### src/rtl/bf_mem_arbiter_if.sv
// bf_mem_arbiter_if: request, response, memory and character-I/O signals
// shared between the arbiter (slave modport) and its surroundings
// (master modport).
//
// Handshake semantics: a requester raises *_req_valid with stable fields
// and holds them until the one-cycle *_req_ready pulse, which is the accept.
// *_resp_valid is a one-cycle completion pulse with no back-pressure.
// out_valid/out_ready and in_valid/in_ready transfer a word only on a cycle
// where both are high.
interface bf_mem_arbiter_if #(
    parameter int ADDR_WIDTH = 16,
    parameter int DATA_WIDTH = 8
);
    // core bus-request port
    logic                  core_req_valid;
    logic [2:0]            core_req_op;
    logic [ADDR_WIDTH-1:0] core_req_addr;
    logic [DATA_WIDTH-1:0] core_req_wdata;
    logic                  core_req_ready;
    logic                  core_resp_valid;
    logic [DATA_WIDTH-1:0] core_resp_data;

    // host debug/loader port
    logic                  host_req_valid;
    logic                  host_req_write;
    logic                  host_req_region;
    logic [ADDR_WIDTH-1:0] host_req_addr;
    logic [DATA_WIDTH-1:0] host_req_wdata;
    logic                  host_req_ready;
    logic                  host_resp_valid;
    logic [DATA_WIDTH-1:0] host_resp_data;

    // single-port SRAM
    logic                  mem_en;
    logic                  mem_we;
    logic [ADDR_WIDTH:0]   mem_addr;
    logic [DATA_WIDTH-1:0] mem_wdata;
    logic [DATA_WIDTH-1:0] mem_rdata;

    // character output / input channels
    logic                  out_valid;
    logic [DATA_WIDTH-1:0] out_data;
    logic                  out_ready;
    logic                  in_valid;
    logic [DATA_WIDTH-1:0] in_data;
    logic                  in_ready;

    // status and debug
    logic                  busy;
    logic                  err;
    logic [2:0]            fsm_state;

    modport slave (
        input  core_req_valid, core_req_op, core_req_addr, core_req_wdata,
        input  host_req_valid, host_req_write, host_req_region,
        input  host_req_addr, host_req_wdata,
        input  mem_rdata, out_ready, in_valid, in_data,
        output core_req_ready, core_resp_valid, core_resp_data,
        output host_req_ready, host_resp_valid, host_resp_data,
        output mem_en, mem_we, mem_addr, mem_wdata,
        output out_valid, out_data, in_ready,
        output busy, err, fsm_state
    );

    modport master (
        output core_req_valid, core_req_op, core_req_addr, core_req_wdata,
        output host_req_valid, host_req_write, host_req_region,
        output host_req_addr, host_req_wdata,
        output mem_rdata, out_ready, in_valid, in_data,
        input  core_req_ready, core_resp_valid, core_resp_data,
        input  host_req_ready, host_resp_valid, host_resp_data,
        input  mem_en, mem_we, mem_addr, mem_wdata,
        input  out_valid, out_data, in_ready,
        input  busy, err, fsm_state
    );
endinterface

### src/rtl/bf_mem_arbiter.sv
// bf_mem_arbiter: shares one single-port program/data SRAM and the character
// I/O channels between the BF core bus port and a host debug/loader port.
// One transaction runs to completion before the next grant.
//
// Optional feature macro: BF_ARB_ROUND_ROBIN_EN
//   defined   -> ties go to the requester not served last (core wins the
//                first tie after reset)
//   undefined -> fixed priority, host wins every tie
module bf_mem_arbiter #(
    parameter int ADDR_WIDTH = 16,
    parameter int DATA_WIDTH = 8
) (
    input  logic            clock,
    input  logic            reset,
    bf_mem_arbiter_if.slave bus
);

    localparam logic [2:0] OP_PROG_RD = 3'b010;
    localparam logic [2:0] OP_DATA_RD = 3'b100;
    localparam logic [2:0] OP_DATA_WR = 3'b101;
    localparam logic [2:0] OP_IN_RD   = 3'b110;
    localparam logic [2:0] OP_OUT_WR  = 3'b111;

    typedef enum logic [2:0] {
        S_IDLE = 3'd0,
        S_MEM  = 3'd1,
        S_CAP  = 3'd2,
        S_OUT  = 3'd3,
        S_IN   = 3'd4,
        S_ERR  = 3'd5,
        S_RESP = 3'd6
    } state_t;

    state_t                state;

    // Latched transaction. The op's kind is carried by the state it sends
    // the FSM to, plus write_q for memory ops, so the raw op is not kept.
    logic                  owner_host;
    logic                  write_q;
    logic                  region_q;
    logic [ADDR_WIDTH-1:0] addr_q;
    logic [DATA_WIDTH-1:0] wdata_q;
    logic [DATA_WIDTH-1:0] resp_q;
    logic                  err_q;

    logic                  grant_core;
    logic                  grant_host;

    state_t                core_next;
    logic                  core_region;
    logic                  core_write;

`ifdef BF_ARB_ROUND_ROBIN_EN
    // High when the host owned the most recent grant.
    logic                  last_host;
`endif

    // Decode the core op into its destination state, memory region and write flag.
    always_comb begin
        core_next   = S_ERR;
        core_region = 1'b0;
        core_write  = 1'b0;
        case (bus.core_req_op)
            OP_PROG_RD: begin
                core_next = S_MEM;
            end
            OP_DATA_RD: begin
                core_next   = S_MEM;
                core_region = 1'b1;
            end
            OP_DATA_WR: begin
                core_next   = S_MEM;
                core_region = 1'b1;
                core_write  = 1'b1;
            end
            OP_IN_RD:  core_next = S_IN;
            OP_OUT_WR: core_next = S_OUT;
            default:   core_next = S_ERR;
        endcase
    end

`ifdef BF_ARB_ROUND_ROBIN_EN
    // Round-robin grant: a tie goes to whoever was not served last.
    always_comb begin
        grant_core = 1'b0;
        grant_host = 1'b0;
        if (state == S_IDLE) begin
            if (bus.core_req_valid && bus.host_req_valid) begin
                if (last_host) begin
                    grant_core = 1'b1;
                end else begin
                    grant_host = 1'b1;
                end
            end else if (bus.core_req_valid) begin
                grant_core = 1'b1;
            end else if (bus.host_req_valid) begin
                grant_host = 1'b1;
            end
        end
    end
`else
    // Fixed-priority grant: the host wins every tie.
    always_comb begin
        grant_core = 1'b0;
        grant_host = 1'b0;
        if (state == S_IDLE) begin
            if (bus.host_req_valid) begin
                grant_host = 1'b1;
            end else if (bus.core_req_valid) begin
                grant_core = 1'b1;
            end
        end
    end
`endif

    // Transaction FSM: accept and latch in IDLE, then run the op to its response.
    always_ff @(posedge clock) begin
        if (reset) begin
            state      <= S_IDLE;
            owner_host <= 1'b0;
            write_q    <= 1'b0;
            region_q   <= 1'b0;
            addr_q     <= '0;
            wdata_q    <= '0;
            resp_q     <= '0;
            err_q      <= 1'b0;
`ifdef BF_ARB_ROUND_ROBIN_EN
            last_host  <= 1'b1;
`endif
        end else begin
            case (state)
                S_IDLE: begin
                    if (grant_host) begin
                        owner_host <= 1'b1;
                        write_q    <= bus.host_req_write;
                        region_q   <= bus.host_req_region;
                        addr_q     <= bus.host_req_addr;
                        wdata_q    <= bus.host_req_wdata;
                        state      <= S_MEM;
`ifdef BF_ARB_ROUND_ROBIN_EN
                        last_host  <= 1'b1;
`endif
                    end else if (grant_core) begin
                        owner_host <= 1'b0;
                        write_q    <= core_write;
                        region_q   <= core_region;
                        addr_q     <= bus.core_req_addr;
                        wdata_q    <= bus.core_req_wdata;
                        state      <= core_next;
`ifdef BF_ARB_ROUND_ROBIN_EN
                        last_host  <= 1'b0;
`endif
                    end
                end
                S_MEM: begin
                    state <= S_CAP;
                end
                S_CAP: begin
                    // Read data arrives the cycle after mem_en.
                    resp_q <= write_q ? '0 : bus.mem_rdata;
                    state  <= S_RESP;
                end
                S_OUT: begin
                    if (bus.out_ready) begin
                        resp_q <= '0;
                        state  <= S_RESP;
                    end
                end
                S_IN: begin
                    if (bus.in_valid) begin
                        resp_q <= bus.in_data;
                        state  <= S_RESP;
                    end
                end
                S_ERR: begin
                    err_q  <= 1'b1;
                    resp_q <= '0;
                    state  <= S_RESP;
                end
                S_RESP: begin
                    state <= S_IDLE;
                end
                default: begin
                    state <= S_IDLE;
                end
            endcase
        end
    end

    // Accept pulses come straight from the grant, which is only live in IDLE.
    assign bus.core_req_ready  = grant_core;
    assign bus.host_req_ready  = grant_host;

    // Responses go only to the owner, and only in RESP.
    assign bus.core_resp_valid = (state == S_RESP) && !owner_host;
    assign bus.host_resp_valid = (state == S_RESP) && owner_host;
    assign bus.core_resp_data  = bus.core_resp_valid ? resp_q : '0;
    assign bus.host_resp_data  = bus.host_resp_valid ? resp_q : '0;

    // Memory strobes and buses are held at zero outside MEM.
    assign bus.mem_en          = (state == S_MEM);
    assign bus.mem_we          = (state == S_MEM) && write_q;
    assign bus.mem_addr        = (state == S_MEM) ? {region_q, addr_q} : '0;
    assign bus.mem_wdata       = (state == S_MEM) ? wdata_q : '0;

    // Character channels.
    assign bus.out_valid       = (state == S_OUT);
    assign bus.out_data        = (state == S_OUT) ? wdata_q : '0;
    assign bus.in_ready        = (state == S_IN);

    // Status.
    assign bus.busy            = (state != S_IDLE);
    assign bus.err             = err_q;
    assign bus.fsm_state       = state;

endmodule

### src/flat_wrapper.sv
// flat-port wrapper written by rule: the top's interface ports become plain ports
module bf_mem_arbiter_flat 
#(
    parameter int ADDR_WIDTH = 16,
    parameter int DATA_WIDTH = 8
)
  (clock, reset, bus_core_req_valid, bus_core_req_op, bus_core_req_addr, bus_core_req_wdata, bus_host_req_valid, bus_host_req_write, bus_host_req_region, bus_host_req_addr, bus_host_req_wdata, bus_mem_rdata, bus_out_ready, bus_in_valid, bus_in_data, bus_core_req_ready, bus_core_resp_valid, bus_core_resp_data, bus_host_req_ready, bus_host_resp_valid, bus_host_resp_data, bus_mem_en, bus_mem_we, bus_mem_addr, bus_mem_wdata, bus_out_valid, bus_out_data, bus_in_ready, bus_busy, bus_err, bus_fsm_state);
  bf_mem_arbiter_if #(.ADDR_WIDTH(ADDR_WIDTH), .DATA_WIDTH(DATA_WIDTH)) bus_i ();
  input  logic clock;
  input  logic reset;
  input wire logic [$bits(bus_i.core_req_valid)-1:0] bus_core_req_valid;
  input wire logic [$bits(bus_i.core_req_op)-1:0] bus_core_req_op;
  input wire logic [$bits(bus_i.core_req_addr)-1:0] bus_core_req_addr;
  input wire logic [$bits(bus_i.core_req_wdata)-1:0] bus_core_req_wdata;
  input wire logic [$bits(bus_i.host_req_valid)-1:0] bus_host_req_valid;
  input wire logic [$bits(bus_i.host_req_write)-1:0] bus_host_req_write;
  input wire logic [$bits(bus_i.host_req_region)-1:0] bus_host_req_region;
  input wire logic [$bits(bus_i.host_req_addr)-1:0] bus_host_req_addr;
  input wire logic [$bits(bus_i.host_req_wdata)-1:0] bus_host_req_wdata;
  input wire logic [$bits(bus_i.mem_rdata)-1:0] bus_mem_rdata;
  input wire logic [$bits(bus_i.out_ready)-1:0] bus_out_ready;
  input wire logic [$bits(bus_i.in_valid)-1:0] bus_in_valid;
  input wire logic [$bits(bus_i.in_data)-1:0] bus_in_data;
  output wire logic [$bits(bus_i.core_req_ready)-1:0] bus_core_req_ready;
  output wire logic [$bits(bus_i.core_resp_valid)-1:0] bus_core_resp_valid;
  output wire logic [$bits(bus_i.core_resp_data)-1:0] bus_core_resp_data;
  output wire logic [$bits(bus_i.host_req_ready)-1:0] bus_host_req_ready;
  output wire logic [$bits(bus_i.host_resp_valid)-1:0] bus_host_resp_valid;
  output wire logic [$bits(bus_i.host_resp_data)-1:0] bus_host_resp_data;
  output wire logic [$bits(bus_i.mem_en)-1:0] bus_mem_en;
  output wire logic [$bits(bus_i.mem_we)-1:0] bus_mem_we;
  output wire logic [$bits(bus_i.mem_addr)-1:0] bus_mem_addr;
  output wire logic [$bits(bus_i.mem_wdata)-1:0] bus_mem_wdata;
  output wire logic [$bits(bus_i.out_valid)-1:0] bus_out_valid;
  output wire logic [$bits(bus_i.out_data)-1:0] bus_out_data;
  output wire logic [$bits(bus_i.in_ready)-1:0] bus_in_ready;
  output wire logic [$bits(bus_i.busy)-1:0] bus_busy;
  output wire logic [$bits(bus_i.err)-1:0] bus_err;
  output wire logic [$bits(bus_i.fsm_state)-1:0] bus_fsm_state;
  assign bus_i.core_req_valid = bus_core_req_valid;
  assign bus_i.core_req_op = bus_core_req_op;
  assign bus_i.core_req_addr = bus_core_req_addr;
  assign bus_i.core_req_wdata = bus_core_req_wdata;
  assign bus_i.host_req_valid = bus_host_req_valid;
  assign bus_i.host_req_write = bus_host_req_write;
  assign bus_i.host_req_region = bus_host_req_region;
  assign bus_i.host_req_addr = bus_host_req_addr;
  assign bus_i.host_req_wdata = bus_host_req_wdata;
  assign bus_i.mem_rdata = bus_mem_rdata;
  assign bus_i.out_ready = bus_out_ready;
  assign bus_i.in_valid = bus_in_valid;
  assign bus_i.in_data = bus_in_data;
  assign bus_core_req_ready = bus_i.core_req_ready;
  assign bus_core_resp_valid = bus_i.core_resp_valid;
  assign bus_core_resp_data = bus_i.core_resp_data;
  assign bus_host_req_ready = bus_i.host_req_ready;
  assign bus_host_resp_valid = bus_i.host_resp_valid;
  assign bus_host_resp_data = bus_i.host_resp_data;
  assign bus_mem_en = bus_i.mem_en;
  assign bus_mem_we = bus_i.mem_we;
  assign bus_mem_addr = bus_i.mem_addr;
  assign bus_mem_wdata = bus_i.mem_wdata;
  assign bus_out_valid = bus_i.out_valid;
  assign bus_out_data = bus_i.out_data;
  assign bus_in_ready = bus_i.in_ready;
  assign bus_busy = bus_i.busy;
  assign bus_err = bus_i.err;
  assign bus_fsm_state = bus_i.fsm_state;
  bf_mem_arbiter #(.ADDR_WIDTH(ADDR_WIDTH), .DATA_WIDTH(DATA_WIDTH)) u_core (.clock(clock), .reset(reset), .bus(bus_i));
endmodule
### config.mk
export PLATFORM = sky130hd
export DESIGN_NAME = bf_mem_arbiter_flat
export DESIGN_NICKNAME = d
export VERILOG_FILES = /design/src/rtl/bf_mem_arbiter_if.sv /design/src/rtl/bf_mem_arbiter.sv /design/src/flat_wrapper.sv
export SDC_FILE = /design/constraint.sdc
export NUM_CORES = 1
export LEC_CHECK = 0
export CAP_MARGIN = 20
export CORE_UTILIZATION = 41
export CTS_CLUSTER_DIAMETER = 120
export CTS_CLUSTER_SIZE = 25
export DETAILED_ROUTE_END_ITERATION = 8
export GPL_TIMING_DRIVEN = 0
export PLACE_DENSITY = 0.87
export SETUP_SLACK_MARGIN = 0.1
export SLEW_MARGIN = 20
export SYNTH_ARGS = -nofsm -noshare
export SYNTH_HDL_FRONTEND = slang
export SYNTH_SLANG_ARGS = --single-unit
### constraint.sdc
create_clock -name clock -period 3.4 [get_ports clock]
set_clock_uncertainty 0.15 [all_clocks]
set_input_delay 0.51 -clock clock [delete_from_list [all_inputs] [get_ports clock]]
set_output_delay 0.51 -clock clock [all_outputs]
set_load 0.02 [all_outputs]
; ---- Yosys cells after proc, flatten, opt, wreduce, memory -nomap -nowiden
; Index checks and enable logic that the tools add are counted.
[totals]
reg_bits = 39
in_bits = 75
word_cells = 68
[classes]
n_eq_ne = 14
muxes = 32
reduce_logical = 14
[ops]
columns = op, n
row1 = $mux W8, 9
row2 = $mux W16, 2
row3 = $pmux W8 S4, 1
row4 = $eq A3 B3 Y1 const B, 7
row5 = $mux W17, 1
row6 = $pmux W3 S5, 1
row7 = $mux W1, 13
row8 = $mux W3, 4
row9 = $eq A3 B2 Y1 const B, 3
row10 = $pmux W3 S3, 1
row11 = $reduce_and A3 Y1, 2
row12 = $ne A2 B2 Y1 const B, 2
row13 = $reduce_bool A4 Y1, 1
row14 = $reduce_or A2 Y1, 2
row15 = $eq A3 B1 Y1 const B, 1
row16 = $logic_and A1 B1 Y1, 3
row17 = $logic_not A3 Y1, 1
row18 = $ne A3 B3 Y1 const B, 1
row19 = $reduce_bool A3 Y1, 1
row20 = $reduce_or A3 Y1, 1
row21 = $reduce_and A2 Y1, 1
row22 = $reduce_bool A2 Y1, 1
row23 = $logic_not A1 Y1, 1

; ---- Longest topological paths before layout
; Gate-level depths: netlist of run 1.
[logic_depth]
depth_word = 6
mapped_depth = 7

; ---- Least setup slack after synthesis of run 1
; OpenSTA, ideal clock, no wires.
[synth_timing]
kind = register to output
from = register u_core.state[0] (netlist: u_core.bus.fsm_state[0])
to = output bus_mem_addr[0]
arrival_ps = 1662
required_time_ps = 2740
slack_ps = 1078
path_stages_with_launch = 4
path_buffers = 1
path_cell_list = dfxtp_1 -> nor3b_2 -> clkbuf_1 -> and2_1
[synth_via]
elab_chain_cells = 2
[synth_lines]
columns = element, line_no
row1 = start: declaration, bf_mem_arbiter.sv:34  ; state_t state;
row2 = start signal: assignment, bf_mem_arbiter.sv:149  ; state <= core_next;
row3 = $eq A3 B1 Y1, --
row4 = net bus_mem_en, flat_wrapper.sv:30  ; output wire logic [$bits(bus_i.mem_en)-1:0] bus_mem_en;
row5 = $mux W17, bf_mem_arbiter.sv:203  ; assign bus.mem_addr = (state == S_MEM) ? {region_q, addr_q} : '0;
row6 = end: declaration, flat_wrapper.sv:32  ; output wire logic [$bits(bus_i.mem_addr)-1:0] bus_mem_addr;
; The timed path passes the listed nets, and every way through them passes these cells.

; ---- Worst setup path after layout of run 1
[layout_timing]
from = register u_core.state[0] (netlist: u_core.bus.fsm_state[0])
to = output bus_mem_addr[15]
[layout_via]
elab_chain_cells = 2
[layout_lines]
columns = element, line_no
row1 = $eq A3 B1 Y1, bf_mem_arbiter.sv:203
row2 = $mux W17, bf_mem_arbiter.sv:203
; Every way passes these cells.

==> results, run 1 <==
- The dominant register cell in the synthesized netlist is sky130_fd_sc_hd__dfxtp_1.
- The final total negative setup slack is 0 ns.
- After synthesis, the share of flip-flops with an asynchronous set or reset is 0%.
- The area of the die is 0.00588 mm2.
- The synthesized design contains 39 register bits.
- The number of synthesized flops with an enable pin is 0.
- In the final layout, the share of cells above drive strength 1 is 10.1%.
- The worst hold path belongs to the class register to register.
- The total global-route track usage is 25.0%.
- TritonCTS built the clock tree.
- Setup repair after global routing left no endpoint under its margin.
- At the end of routability-driven placement, the weighted congestion stood at 0.822.
- STA classifies the critical path endpoint as an output pin.
- In this run the tightest slew margin relative to its limit is 58.1%.
- The maximum achievable frequency is 327 MHz.
- The height of the die is 76.7 um.
- The effective utilization at floorplan is 43.7%.
- The diode insertion count for antenna repair is 0.
- For this run, the share of the core covered by cells in the final layout is 74.0%.
- The detail route stage leaves a number of antenna-violating nets equal to 0.
- The startpoint type of the worst setup path is a register.
- The remaining design rule violation count is 0.
- The max-slew violation count came to 0.
- The aggregate global routing overflow is 0.
- The H-tree generated during clock tree synthesis spans 2 levels.
- The startpoint identified for the worst hold timing path is u_core.addr_q[6]$_SDFFE_PP0P_.
- The largest delay contributor family on the critical path is buffers and inverters.
- The net total in the final layout is 501.
- The synthesized design spends more area on one cell type than any other, namely sky130_fd_sc_hd__dfxtp_1.
- The number of warnings issued by yosys is 0.
- The net count after synthesis is 356.
- Summed over all nets, the half-perimeter wirelength after detailed placement is 5.64 mm.
- The placement-stage worst setup slack is 0.411 ns.
- The total power density per cell area is 635 mW/mm2.
- The slowest library cell on the worst path is sky130_fd_sc_hd__clkdlybuf4s50_1.
- The critical path contains buffers and inverters numbering 2 combined.
- The initial antenna violation count came to 0.
- Yosys mapped the design onto 39 distinct sky130hd cell types.
- Of the post-synthesis cell area, the dominant cell type holds 34.1%.
- The clock root buffer is sky130_fd_sc_hd__clkbuf_8.
- At the later pin of the worst-skew pair, clock insertion delay measures 0.29 ns.
- At the pin with the least slew margin, the transition time is 0.628 ns.
- Counting instances in the post-synthesis netlist gives the leading cell types as sky130_fd_sc_hd__nand2_1 (53), sky130_fd_sc_hd__and2_1 (51), sky130_fd_sc_hd__dfxtp_1 (39).
- The maximum number of pins on one net before global-route repair is 13.
- The number of endpoints with negative hold slack in the final report was 0.
- The number of global-route vias before repair came to 2437.
- The number of setup violations in the final report is 0.
- The first global-routing pass estimated 11.6 mm of wire.
- The final worst setup slack is 0.345 ns.
- The leakage power is 1.48 nW.
- The area of the core is 0.00524 mm2.
- In the post-synthesis netlist, the biggest area contributors are sky130_fd_sc_hd__dfxtp_1 (34%), sky130_fd_sc_hd__and2_1 (14%), sky130_fd_sc_hd__a311oi_1 (9.6%).
- The number of clock sinks seen by CTS is 39.
- The critical path is of the register to output pin type.
- The clock slew seen by the registers of the worst setup and hold paths is 0.08 ns.
- 137 I/O pins were placed.
- The mean cell area of the mapped netlist is 8.17 um2.
- The number of instances in the synthesized netlist is 280.
- By instance count, the leading cell after synthesis is sky130_fd_sc_hd__nand2_1.
- The post-synthesis instance area is 0.00229 mm2.
- The launching instance or port of the critical path is u_core.bus.fsm_state[0]$_SDFFE_PP0P_.
- The worst-case vdd ir drop is 307 uV.
- STA puts the critical path data arrival time at 2.39 ns.
- Traced cell by cell, the critical path runs through nor3b_4 -> clkbuf_1 -> and2_1 -> clkdlybuf4s50_1.
- The data required time of the worst path is 2.74 ns.
- The worst path needs 3.05 ns of the cycle, external delays included.
- The worst slack on hold paths is 0.346 ns.
- The detailed-router iteration count before antenna repair is 4.
- The reg-to-reg setup timing slack is 1.43 ns.
- The CTS buffer count is 5.
- The final routed wirelength across all metal layers is 7.30 mm.
- The port buffer count is 136.
- The die is 76.7 um wide.
- The clock passes through at most 2 buffers.
- The via count normalized by instance count is 5.06.
- The end point of the critical path is bus_mem_addr[15].
- After synthesis, flip-flops and latches occupy 34.1% of the total area.
- The number of maximum-capacitance violations is 0.
- The capture instance of the worst register-to-register path is u_core.resp_q[1]$_SDFFE_PP0P_.
- The largest stage delay on the critical path is 0.63 ns.
- Of all nets on the critical path, the largest fanout is 10.
- The DRC violation total after the first TritonRoute iteration is 123.
- The run finished with clean final reports.
- The number of cells on the worst reg-to-reg path is 5.
- The final cycle utilization of the critical path is 89.9%.
- The startpoint identified for the worst register-to-register timing path is u_core.bus.fsm_state[2]$_SDFFE_PP0P_.
- The via count is 2512.
- In the final routed layout, each cell accounts on average for 14.7 um.
- Row generation in the floorplan step produced 26 rows.
- The critical path crosses 4 cells after its start point.
- Compared with the post-synthesis result, the final layout area differs by 69.4%.
-- power by group --
part / internal (mW) / switching [mW] / leakage (nW)
Clock: 0.238 / 0.164 / 0.0612
Combinational: 0.587 / 0.697 / 1.10
Sequential: 0.649 / 0.127 / 0.322
Total: 1.47 / 0.988 / 1.48
-- cell usage in the layout (no fill, tap or decap), types with 5 or more instances in the layout --
cell type,instances
sky130_fd_sc_hd__o32ai_2,8
sky130_fd_sc_hd__nand2_1,53
sky130_fd_sc_hd__buf_2,5
sky130_fd_sc_hd__a21oi_1,5
sky130_fd_sc_hd__clkbuf_8,6
sky130_fd_sc_hd__clkbuf_1,9
sky130_fd_sc_hd__a311oi_1,25
sky130_fd_sc_hd__a22oi_1,8
sky130_fd_sc_hd__nor2_1,31
sky130_fd_sc_hd__dfxtp_1,39
sky130_fd_sc_hd__inv_1,10
sky130_fd_sc_hd__buf_4,6
sky130_fd_sc_hd__clkdlybuf4s50_1,136
sky130_fd_sc_hd__and2_1,51
-- worst reg2reg max path: cells and delay by family, from the launching register on --
kind                   cells  cell delay [ns]
flip-flops                 1             0.59
AO/OA/AOI/OAI              1             0.07
AND/OR/NAND/NOR            3             0.91
buffers and inverters      1             0.12
-- layer usage --
| metal | vias to the layer above | wire length [um] | global-route usage (%) |
|---|---|---|---|
| met5 | - | 0 | 0 |
| li1 | 1255 | - | - |
| met1 | 1140 | 2990 | 28.5 |
| met2 | 107 | 3670 | 45.5 |
| met4 | 0 | 145 | 8.08 |
| met3 | 10 | 497 | 5.71 |
-- worst min-delay path by stage --
stage / endpoint / cells past startpoint
after floorplan: u_core.owner_host$_SDFFE_PP0P_ / 2
after global placement: u_core.bus.err$_SDFFE_PP0P_ / 2
after detailed placement: u_core.bus.err$_SDFFE_PP0P_ / 2
after CTS: u_core.addr_q[3]$_SDFFE_PP0P_ / 2
after global routing: u_core.addr_q[6]$_SDFFE_PP0P_ / 2
final: u_core.addr_q[6]$_SDFFE_PP0P_ / 2
-- logic make-up (layout without fill, tap and decap cells) --
group	count (synthesis)	after routing	share of synthesized area [%]
compound gates	51	51	20.6
xor+xnor	1	1	0.383
fa+ha+maj	1	1	0.547
simple gates	156	156	37.4
flops	39	39	34.1
buf+inv	32	178	6.94
-- flip-flops by register name, indices dropped and copies added, names as in the netlist --
register              cells
u_core.wdata_q            8
u_core.bus.fsm_state      3
u_core.write_q            1
u_core.bus.err            1
u_core.addr_q            16
u_core.owner_host         1
u_core.region_q           1
u_core.resp_q             8
-- per-stage QoR --
stage	instances	cell area, um2	power (mW)
global placement	486	3740	2.01
floorplan	280	2290	1.60
finish	496	3880	2.46
detailed placement	486	3740	2.05
CTS	494	3860	2.46
global route	496	3880	2.62
-- layout make-up --
class | count | area [um2]
repair buffers | 138 | 1380
fillers | 418 | 1360
multi-input cells | 209 | 1360
flip-flops and latches | 39 | 781
plain buffers | 20 | 113
well taps | 70 | 87.6
clock buffers | 6 | 82.6
inverters | 12 | 46.3
clock inverters | 2 | 35.0
-- repair_timing --
item                                    4_1_cts  5_1_grt
setup buffers                                 0        2
resized for setup                             1        1
hold buffers                                  0        0
endpoints found under the setup margin        5       12
No activity file was read; power rests on OpenSTA's default activity.
==> run 2, diff against run 1 <==
CORE_ASPECT_RATIO = 0.75   (was not set)
CTS_BUF_LIST = sky130_fd_sc_hd__clkbuf_4 sky130_fd_sc_hd__clkbuf_8 sky130_fd_sc_hd__clkbuf_16   (was not set)
==> run 2 against run 1 <==
Compared with the run above:
- via count is 0.20% lower
- first-iteration DRC count is 9.8% lower
- maximum frequency is 1.5% lower
- die area hardly changed
- flip-flop and latch count stayed put
- register-to-register slack worse by 0.05 ns
- sequential share of layout area hardly changed
==> results, run 2 (same netlist as run 1, synthesis figures left out) <==
- The run finished with clean final reports.
- The hold-critical path depth is 2 (unchanged).
- The number of hold-repair buffers added at the cts stage came to 0 (unchanged).
- The max-slew violation count is 0 (unchanged).
- The share of post-route cells with drive strength above 1 came to 10.1% (unchanged).
- The diode insertion count for antenna repair was 0 (unchanged).
- The final cycle utilization of the critical path is 91.2% (+1.4 points).
- The fraction of power spent switching nets is 40.5% (+0.34 points).
- The die boundary width came to 88.3 um (+15%).
- The leading cell type in the layout, fill and taps excluded is sky130_fd_sc_hd__clkdlybuf4s50_1.
- The maximum root-to-sink buffer count is 2 (unchanged).
- The via count normalized by instance count is 5.00 (-1.2%).
- The number of clock sinks seen by CTS came to 39 (unchanged).
- The final critical-path required period is 3.10 ns (+0.0461 ns).
- The total power after layout is 2.48 mW (+0.61%).
- The number of inserted filler cells in the final layout is 428 (+2.4%).
- The design internal power was 1.47 mW (about the same).
- The final routed wirelength across all metal layers is 7.11 mm (-2.7%).
- The area of the core is 0.00535 mm2 (+2.2%).
- The number of endpoints with negative hold slack in the final report came to 0 (unchanged).
- The startpoint type of the worst setup path is a register.
- The flip-flop count of the largest register, all copies and words added is 16 (unchanged).
- The post-detailed-route count of antenna-violating nets came to 0 (unchanged).
- The number of maximum-capacitance violations was 0 (unchanged).
- The detailed-router iteration count before antenna repair was 4 (unchanged).
- The utilization of the core after routing is 72.5% (-1.5 points).
- The share of power burned in registers is 31.6% (about the same).
- The clock root buffer is sky130_fd_sc_hd__clkbuf_8.
- The total power density per cell area is 638 mW/mm2 (+0.45%).
- The final total negative setup slack came to 0 ns (unchanged).
- The logic gate share of total power is 52.0% (-0.2 points).
- The clock insertion delay at the later pin of the skew report is 0.29 ns (about the same).
- The clock slew seen by the registers of the worst setup and hold paths came to 0.08 ns (about the same).
- The sort of element at the end of the critical path is an output pin.
- The register bank with the most flops is u_core.addr_q.
- The synthesis-to-finish area growth is 69.7%.
- The critical-path maximum fanout was 10 (unchanged).
- The number of global-route vias before repair is 2328 (-4.5%).
- The actual slew at the worst max-slew pin is 0.640 ns (+0.0115 ns).
- The DRC violation total after the first TritonRoute iteration is 111 (-9.8%).
- The worst hold path belongs to the class register to register.
- The leakage power came to 1.48 nW (unchanged).
- The worst-case vdd ir drop came to 373 uV (+21%).
- The data required time of the worst path is 2.74 ns (about the same).
- The top-level port count is 137 (unchanged).
- The register area is 781 um2 (unchanged).
- The maximum level of the CTS H-tree came to 2 (unchanged).
- The arrival time at the worst endpoint was 2.44 ns (+0.05 ns).
- The height of the die was 66.7 um (-13%).
- The initial antenna violation count is 0 (unchanged).
- The floorplan row count is 23 (-12%).
- The CTS buffer count was 5 (unchanged).
- The first-pass GRT wire length is 10.9 mm (-6.4%).
- The total global-route track usage is 24.5% (-0.47 points).
- The worst-case headroom to the max-slew limit is 57.3% (-0.77 points).
- The total net switching power is 1.00 mW (+1.5%).
- The multi-input gate area in the final layout is 0.00136 mm2 (unchanged).
- The wire length per cell after detailed routing was 14.2 um (-3.6%).
- The maximum number of pins on one net before global-route repair is 13 (unchanged).
- The net total in the final layout is 501 (unchanged).
- Leaving out fill and tap cells, the most frequent cells in the layout are sky130_fd_sc_hd__clkdlybuf4s50_1 (136), sky130_fd_sc_hd__nand2_1 (53), sky130_fd_sc_hd__and2_1 (51), sky130_fd_sc_hd__dfxtp_1 (39), sky130_fd_sc_hd__nor2_1 (31).
- The effective utilization at floorplan is 42.8% (-0.94 points).
- The clock share of power is 16.4% (about the same).
- The global placer's final weighted congestion is 0.811 (-1.3%).
- The worst reg2reg path depth is 5 (unchanged).
- The via count was 2507 (-0.20%).
- The area of the die came to 0.00589 mm2 (about the same).
- The TritonCTS clock tree is yes.
- The maximum achievable frequency came to 322 MHz (-1.5%).
- The critical path in this run is classified as register to output pin.
- The number of setup violations in the final report came to 0 (unchanged).
- The aggregate global routing overflow is 0 (unchanged).
- The port buffer count came to 136 (unchanged).
- The remaining design rule violation count is 0 (unchanged).
- The largest registers in the layout are u_core.addr_q (16), u_core.resp_q (8), u_core.wdata_q (8).
- The total half-perimeter wirelength after legalization and detailed placement is 5.77 mm (+2.4%).
- Setup repair after global routing left no endpoint under its margin.
run 2: what timing repair did:
item,in CTS,in global routing
gates resized for setup,1,0
setup buffers,0,2
setup endpoints to repair,10,10
run 2: power groups by stage:
stage	logic [mW]	clock network [mW]	registers (mW)
6_report	1.29	0.406	0.782
5_1_grt	1.41	0.439	0.806
4_1_cts	1.29	0.412	0.781
3_5_place_dp	1.28	0	0.790
3_3_place_gp	1.24	0	0.774
2_1_floorplan	0.832	0	0.764
run 2: worst paths after layout:
kind | from | to | slack (ns)
worst min-delay path | u_core.addr_q[14]$_SDFFE_PP0P_ | u_core.addr_q[14]$_SDFFE_PP0P_ | 0.34
worst min register to register | u_core.addr_q[14]$_SDFFE_PP0P_ | u_core.addr_q[14]$_SDFFE_PP0P_ | 0.34
worst max-delay path | u_core.bus.fsm_state[0]$_SDFFE_PP0P_ | bus_mem_addr[7] | 0.30
worst max register to register | u_core.bus.fsm_state[2]$_SDFFE_PP0P_ | u_core.resp_q[5]$_SDFFE_PP0P_ | 1.38
run 2: per-stage QoR:
step                      std cells  cell area, um2  hold slack, ns  setup slack [ns]
after floorplan                 280            2290           0.313              1.08
final                           501            3880           0.344             0.299
after global placement          491            3740           0.326             0.459
after detailed placement        491            3740           0.332             0.392
after global routing            501            3880           0.382             0.173
after CTS                       499            3870           0.348             0.182
run 2: layout make-up:
type | count | area share [%]
clock buffer | 6 | 2.13
sequential | 39 | 20.1
inverter | 12 | 1.19
clock inverter | 2 | 0.902
multi-input combinational | 209 | 34.9
timing repair buffer | 138 | 35.4
buffer | 20 | 2.90
tap | 75 | 2.42
run 2: per-layer routing:
layer	global-route usage, %	part of all wire, %
met3	7.43	7.6
met5	0	0
met4	6.05	0.76
met2	44.4	50
met1	28.1	42
run 2: worst max-delay path, cell delays in order, from the launching register on:
cell,delay (ns)
sky130_fd_sc_hd__dfxtp_1,0.57
sky130_fd_sc_hd__nor3b_4,0.37
sky130_fd_sc_hd__clkbuf_1,0.40
sky130_fd_sc_hd__and2_1,0.20
sky130_fd_sc_hd__clkdlybuf4s50_1,0.61
